File: src/rtl/noc_vc_buffer_if.sv
// Upstream/downstream handshake bundle for noc_vc_buffer.
// slave is the buffer's view; master is the traffic side.
interface noc_vc_buffer_if #(
  parameter int DATA_WIDTH = 64,
  parameter int NUM_VC     = 2
);
  logic                  si;
  logic [DATA_WIDTH-1:0] di;
  logic [NUM_VC-1:0]     ri;
  logic                  so;
  logic [DATA_WIDTH-1:0] dout;
  logic [NUM_VC-1:0]     ro;

  modport master (
    output si, di, ro,
    input  ri, so, dout
  );

  modport slave (
    input  si, di, ro,
    output ri, so, dout
  );
endinterface

File: src/rtl/noc_vc_buffer.sv
// Per-VC FIFO buffer with round-robin output arbiter.
// Define NOC_VC_BUFFER_STATS_EN for pkt_cnt/err_ovf stats.
module noc_vc_buffer #(
  parameter int DATA_WIDTH = 64,
  parameter int NUM_VC     = 2,
  parameter int DEPTH      = 2
) (
  input  logic clk,
  input  logic reset,
  output logic polarity,
  noc_vc_buffer_if.slave bus,
  output logic [NUM_VC*($clog2(DEPTH)+1)-1:0] occ,
  output logic [15:0] pkt_cnt,
  output logic        err_ovf
);
  localparam int VCW = (NUM_VC > 1) ? $clog2(NUM_VC) : 1;
  localparam int PW  = $clog2(DEPTH);
  localparam int CW  = PW + 1;

  typedef logic [VCW-1:0] vc_t;

  logic [DATA_WIDTH-1:0] mem [NUM_VC][DEPTH];
  logic [PW-1:0] wptr [NUM_VC];
  logic [PW-1:0] rptr [NUM_VC];
  logic [CW-1:0] cnt  [NUM_VC];

  vc_t vc;
  vc_t rr;
  vc_t gnt_idx;
  logic gnt_vld;
  logic [NUM_VC-1:0] ri_w;
  logic [NUM_VC-1:0] push;
  logic [NUM_VC-1:0] pop;
  logic [NUM_VC-1:0] elig;
  logic so_q;
  logic [DATA_WIDTH-1:0] dout_q;

  assign vc = bus.di[DATA_WIDTH-1 -: VCW];

  // ready comes from the registered count only
  always_comb begin
    ri_w = '0;
    push = '0;
    elig = '0;
    for (int v = 0; v < NUM_VC; v++) begin
      ri_w[v] = reset && (cnt[v] != CW'(DEPTH));
      elig[v] = (cnt[v] != '0) && bus.ro[v];
      push[v] = bus.si && (vc == vc_t'(v)) && ri_w[v];
    end
  end

  always_comb begin
    gnt_vld = 1'b0;
    gnt_idx = rr;
    pop     = '0;
    for (int i = 0; i < NUM_VC; i++) begin
      if (!gnt_vld && elig[rr + vc_t'(i)]) begin
        gnt_vld = 1'b1;
        gnt_idx = rr + vc_t'(i);
      end
    end
    if (gnt_vld) pop[gnt_idx] = 1'b1;
  end

  always_ff @(posedge clk) begin
    for (int v = 0; v < NUM_VC; v++) begin
      if (push[v]) mem[v][wptr[v]] <= bus.di;
    end
  end

  always_ff @(posedge clk or negedge reset) begin
    if (!reset) begin
      rr       <= '0;
      so_q     <= 1'b0;
      dout_q   <= '0;
      polarity <= 1'b0;
      for (int v = 0; v < NUM_VC; v++) begin
        wptr[v] <= '0;
        rptr[v] <= '0;
        cnt[v]  <= '0;
      end
    end else begin
      polarity <= ~polarity;
      so_q     <= gnt_vld;
      if (gnt_vld) begin
        dout_q <= mem[gnt_idx][rptr[gnt_idx]];
        rr     <= gnt_idx + vc_t'(1);
      end
      for (int v = 0; v < NUM_VC; v++) begin
        if (push[v]) wptr[v] <= wptr[v] + PW'(1);
        if (pop[v])  rptr[v] <= rptr[v] + PW'(1);
        if (push[v] && !pop[v])
          cnt[v] <= cnt[v] + CW'(1);
        else if (pop[v] && !push[v])
          cnt[v] <= cnt[v] - CW'(1);
      end
    end
  end

  assign bus.ri   = ri_w;
  assign bus.so   = so_q;
  assign bus.dout = dout_q;

  for (genvar g = 0; g < NUM_VC; g++) begin : g_occ
    assign occ[g*CW +: CW] = cnt[g];
  end

`ifdef NOC_VC_BUFFER_STATS_EN
  logic        accept;
  logic        drop;
  logic [15:0] pkt_q;
  logic        ovf_q;

  assign accept = |push;
  assign drop   = bus.si && !ri_w[vc];

  always_ff @(posedge clk or negedge reset) begin
    if (!reset) begin
      pkt_q <= '0;
      ovf_q <= 1'b0;
    end else begin
      if (accept) pkt_q <= pkt_q + 16'd1;
      if (drop)   ovf_q <= 1'b1;
    end
  end

  assign pkt_cnt = pkt_q;
  assign err_ovf = ovf_q;
`else
  assign pkt_cnt = '0;
  assign err_ovf = 1'b0;
`endif
endmodule

File: src/flat_wrapper.sv
// flat-port wrapper written by rule: the top's interface ports become plain ports
module noc_vc_buffer_flat 
#(
  parameter int DATA_WIDTH = 64,
  parameter int NUM_VC     = 2,
  parameter int DEPTH      = 2
)
  (clk, reset, polarity, occ, pkt_cnt, err_ovf, bus_si, bus_di, bus_ro, bus_ri, bus_so, bus_dout);
  noc_vc_buffer_if #(.DATA_WIDTH(DATA_WIDTH), .NUM_VC(NUM_VC)) bus_i ();
  input  logic clk;
  input  logic reset;
  output logic polarity;
  output logic [NUM_VC*($clog2(DEPTH)+1)-1:0] occ;
  output logic [15:0] pkt_cnt;
  output logic err_ovf;
  input wire logic [$bits(bus_i.si)-1:0] bus_si;
  input wire logic [$bits(bus_i.di)-1:0] bus_di;
  input wire logic [$bits(bus_i.ro)-1:0] bus_ro;
  output wire logic [$bits(bus_i.ri)-1:0] bus_ri;
  output wire logic [$bits(bus_i.so)-1:0] bus_so;
  output wire logic [$bits(bus_i.dout)-1:0] bus_dout;
  assign bus_i.si = bus_si;
  assign bus_i.di = bus_di;
  assign bus_i.ro = bus_ro;
  assign bus_ri = bus_i.ri;
  assign bus_so = bus_i.so;
  assign bus_dout = bus_i.dout;
  noc_vc_buffer #(.DATA_WIDTH(DATA_WIDTH), .NUM_VC(NUM_VC), .DEPTH(DEPTH)) u_core (.clk(clk), .reset(reset), .polarity(polarity), .bus(bus_i), .occ(occ), .pkt_cnt(pkt_cnt), .err_ovf(err_ovf));
endmodule
File: config.mk
export PLATFORM = sky130hd
export DESIGN_NAME = noc_vc_buffer_flat
export DESIGN_NICKNAME = d
export VERILOG_FILES = /design/src/rtl/noc_vc_buffer_if.sv /design/src/rtl/noc_vc_buffer.sv /design/src/flat_wrapper.sv
export SDC_FILE = /design/constraint.sdc
export NUM_CORES = 1
export LEC_CHECK = 0
export CELL_PAD_IN_SITES_DETAIL_PLACEMENT = 1
export CELL_PAD_IN_SITES_GLOBAL_PLACEMENT = 1
export CORE_UTILIZATION = 33
export CTS_CLUSTER_DIAMETER = 200
export DETAILED_ROUTE_END_ITERATION = 12
export PLACE_DENSITY_LB_ADDON = 0.1
export SYNTH_ARGS = -nofsm -noshare
export SYNTH_HDL_FRONTEND = slang
export SYNTH_SLANG_ARGS = --single-unit
File: constraint.sdc
create_clock -name clk -period 10.4 [get_ports clk]
set_input_delay 2.08 -clock clk [delete_from_list [all_inputs] [get_ports clk]]
set_output_delay 2.08 -clock clk [all_outputs]
set_load 0.01 [all_outputs]
==> results.toml <==
[setup_path]
regToRegEndpoint = "u_core.mem[1][122]"
critical_path.cell_chain = "buf_4 -> a21boi_0 -> clkdlybuf4s50_1"
worst_path_dominant_cell_family = "buffers and inverters"
setup.reg_to_reg.worst_slack_ns = 7.32
worst_r2r_path_cells = 5
crit-reg2reg-launch = "u_core.occ[2]"
cp_max_fo = 32
critical_path.max_stage_delay_ns = 0.58
cp.buffers_inverters = 2
critPathKind = "input port to output port"
critical_path_s_slowest_cell = "clkdlybuf4s50_1"
crit_path_end_kind = "output port"
critical_path_arrival_ns = 3.39
setup.worst_path.start_class = "input port"
worst-endpoint-required_ns = 8.32

[synth]
post-synth-top-area-cell = "edfxtp_1"
top_flip_flop_cell_by_instance_count_after_synthesis = "edfxtp_1"
post_synth_inst_count = 897
synth_enable_flop_cells = 256
ys.warnings.count = 0
ys_seq_elements = 331
synth_top_area_share_pct = 60.2
synth_top_cells_by_area = "edfxtp_1 60%, dfrtp_1 15%, nor2b_1 6.2%"
synth_top_cells_by_count = "256 x edfxtp_1, 126 x nor2b_1, 124 x nand3_1"
share_of_async_settable_or_async_resettable_flops_after_synthesis_pct = 22.7
syn_area_per_cell_um2 = 14.2
synth_area_mm2 = 0.0128
yosys.cell_types.count = 32
part_of_the_yosys_area_used_for_sequential_elements_pct = 74.9
post-synth-top-count-cell = "edfxtp_1"

[layout]
layout_cells_sized_above_1_pct = 7.10
n_fill_cell = 3905
regArea_mm2 = 0.00957
post-route-util_pct = 41.8
stdcell_count = 1567
synthToLayoutAreaGrowth_pct = 23.9
multiInputGateArea_mm2 = 0.00285
num_antenna_cells = 0
num-nets-final = 1098

[timing]
setup_repair_after_global_routing_missed_its_margin = "false"
finalSetupTns_ns = 0
period_share_pct = 52.6
clock-skew-final_ns = 0.0145
timing_hold_violations_final = 0
setup_viol_count_final = 0
slew_worst_pin_ns = 1.15
final_critical_path_setup_slack_ns = 4.93
fin_crit_ns = 5.47
slew_viol_final = 0
relSlewSlack_pct = 23.3
fin_hold_ws_ns = 0.418
clock.fmax_mhz = 183

[drt]
detailedRoute.firstIterationViolations = 336
routedWlPerCell_um = 21.1
drcViolationCount = 0
drt-pass1-iter-count = 4
routed_vias_inst = 4.91
route.vias.total = 7701
routed_wl_mm = 33.1
drt.antenna.violating_nets = 0

[global_route]
antenna_violations_before_repair = 0
grt.total_usage_pct = 17.1
gr-total-overflow = 0
vias_in_the_first_global_route = 8051
grt_pass1_wl_mm = 49.7
grt_start_max_net_pins = 90

[clock_network]
clock_tree.buffer_depth = 3
number_of_sinks_driven_by_the_clock_tree = 331
cts-root-buf = "clkbuf_16"
cts_buffers = 38
postCtsSetupRepairBufs = 0
cts_stage_hold_buffer_count = 0
ctsHtreeMaxLevel = 2
clkLatencyLatePin_ns = 0.52
cts_tree = "built"
clock_transition_at_the_registers_of_the_reported_paths_ns = 0.06
ctsResizeCount = 0

[place]
detailed_place_hpwl_mm = 17.2
placement.io_buffers = 140
routability_congestion_estimate_from_global_placement = 0.674
placed_cells_incl_taps = 1498
dpl_worst_slack_ns = 4.90

[floorplan]
fp.dieArea_mm2 = 0.0395
chipHeight_um = 199
start_util_pct = 33.7
core_area_mm2 = 0.0378
rows = 71
number_of_primary_i_o_pins = 158
dieWidth_um = 199

[pwr]
worst_ir_drop_vdd_v = 0.000130
cellPowerDensity_mw_per_mm2 = 284
cellLeakagePower_uw = 0.00531

[worst_hold_path]
timing.hold.worst.start = "u_core.polarity"
min-delay-path-class = "flip-flop to flip-flop"
hold_path_depth = 1
min_delay_worst_endpoint = "u_core.polarity"

[outcome]
run_status = "finished, final reports clean"

[job]
cap_viol_max_count = 0
## cell type report
| cell class | count | share of cell area [%] |
|---|---|---|
| multi-input cells | 496 | 18.0 |
| clock inverters | 8 | 0.727 |
| clock buffers | 61 | 7.15 |
| repair buffers | 151 | 9.36 |
| flip-flops and latches | 331 | 60.5 |
| inverters | 9 | 0.213 |
| well taps | 511 | 4.04 |
## per-stage QoR
stage	instance area (um^2)	total power, uW
2_1_floorplan	12800	2590
3_3_place_gp	14600	3220
3_5_place_dp	14600	3240
4_1_cts	15800	4590
5_1_grt	15800	4750
6_report	15800	4500
## power breakdown
part / switching [uW] / total (uW) / internal, uW
Sequential: 202 / 1860 / 1660
Clock: 508 / 1330 / 818
Combinational: 767 / 1310 / 544
Total: 1480 / 4500 / 3020
## how the worst max path moves through the flow
stage | from | end | slack (ns) | cells after the start
floorplan | reset | u_core.mem[1][0] | 4.54 | 3
global placement | reset | bus_ri[1] | 4.91 | 3
detailed placement | reset | bus_ri[1] | 4.90 | 3
CTS | reset | bus_ri[1] | 4.90 | 3
global route | reset | bus_ri[1] | 4.81 | 3
finish | reset | bus_ri[1] | 4.93 | 3
## logic make-up (layout without fill, tap and decap cells)
kind of cell    Yosys count  after routing  synth area share, %
compound gates          138            138                 6.91
xor+xnor                 10             10                0.686
flops                   331            331                 74.9
mux                       2              2                0.157
other cells               1             17               0.0294
buf+inv                  86            229                 3.61
simple gates            325            325                 13.3
fa+ha+maj                 4              4                0.392
## sequential cells by signal (all words and copies together), names as in the netlist
signal	count
u_core.wptr	2
u_core.rptr	2
u_core.bus.dout	64
u_core.bus.so	1
u_core.polarity	1
u_core.occ	4
u_core.rr	1
u_core.mem	256
## layer usage
metal	global-route usage, %	wire length [um]	up-vias
met2	29.7	16600	143
met1	22.0	14600	3966
li1	-	-	3554
met5	0	0	-
met3	2.98	1380	38
met4	4.25	555	0
## layout by cell type (no fill, tap or decap), drive strengths merged, types with 2 or more instances in the layout
master,instances
nand4,2
bufinv,3
xor2,3
mux2i,2
conb,17
a211oi,2
a21oi,4
nand3,124
edfxtp,256
clkdlybuf4s50,139
dfrtp,75
o22ai,61
buf,12
a31oi,61
nor2,69
clkbuf,61
o21a,2
nor2b,126
inv,9
clkinv,5
o21ai,6
nand2,2
maj3,2
xnor2,7
ha,2
No activity file was read; power rests on OpenSTA's default activity.
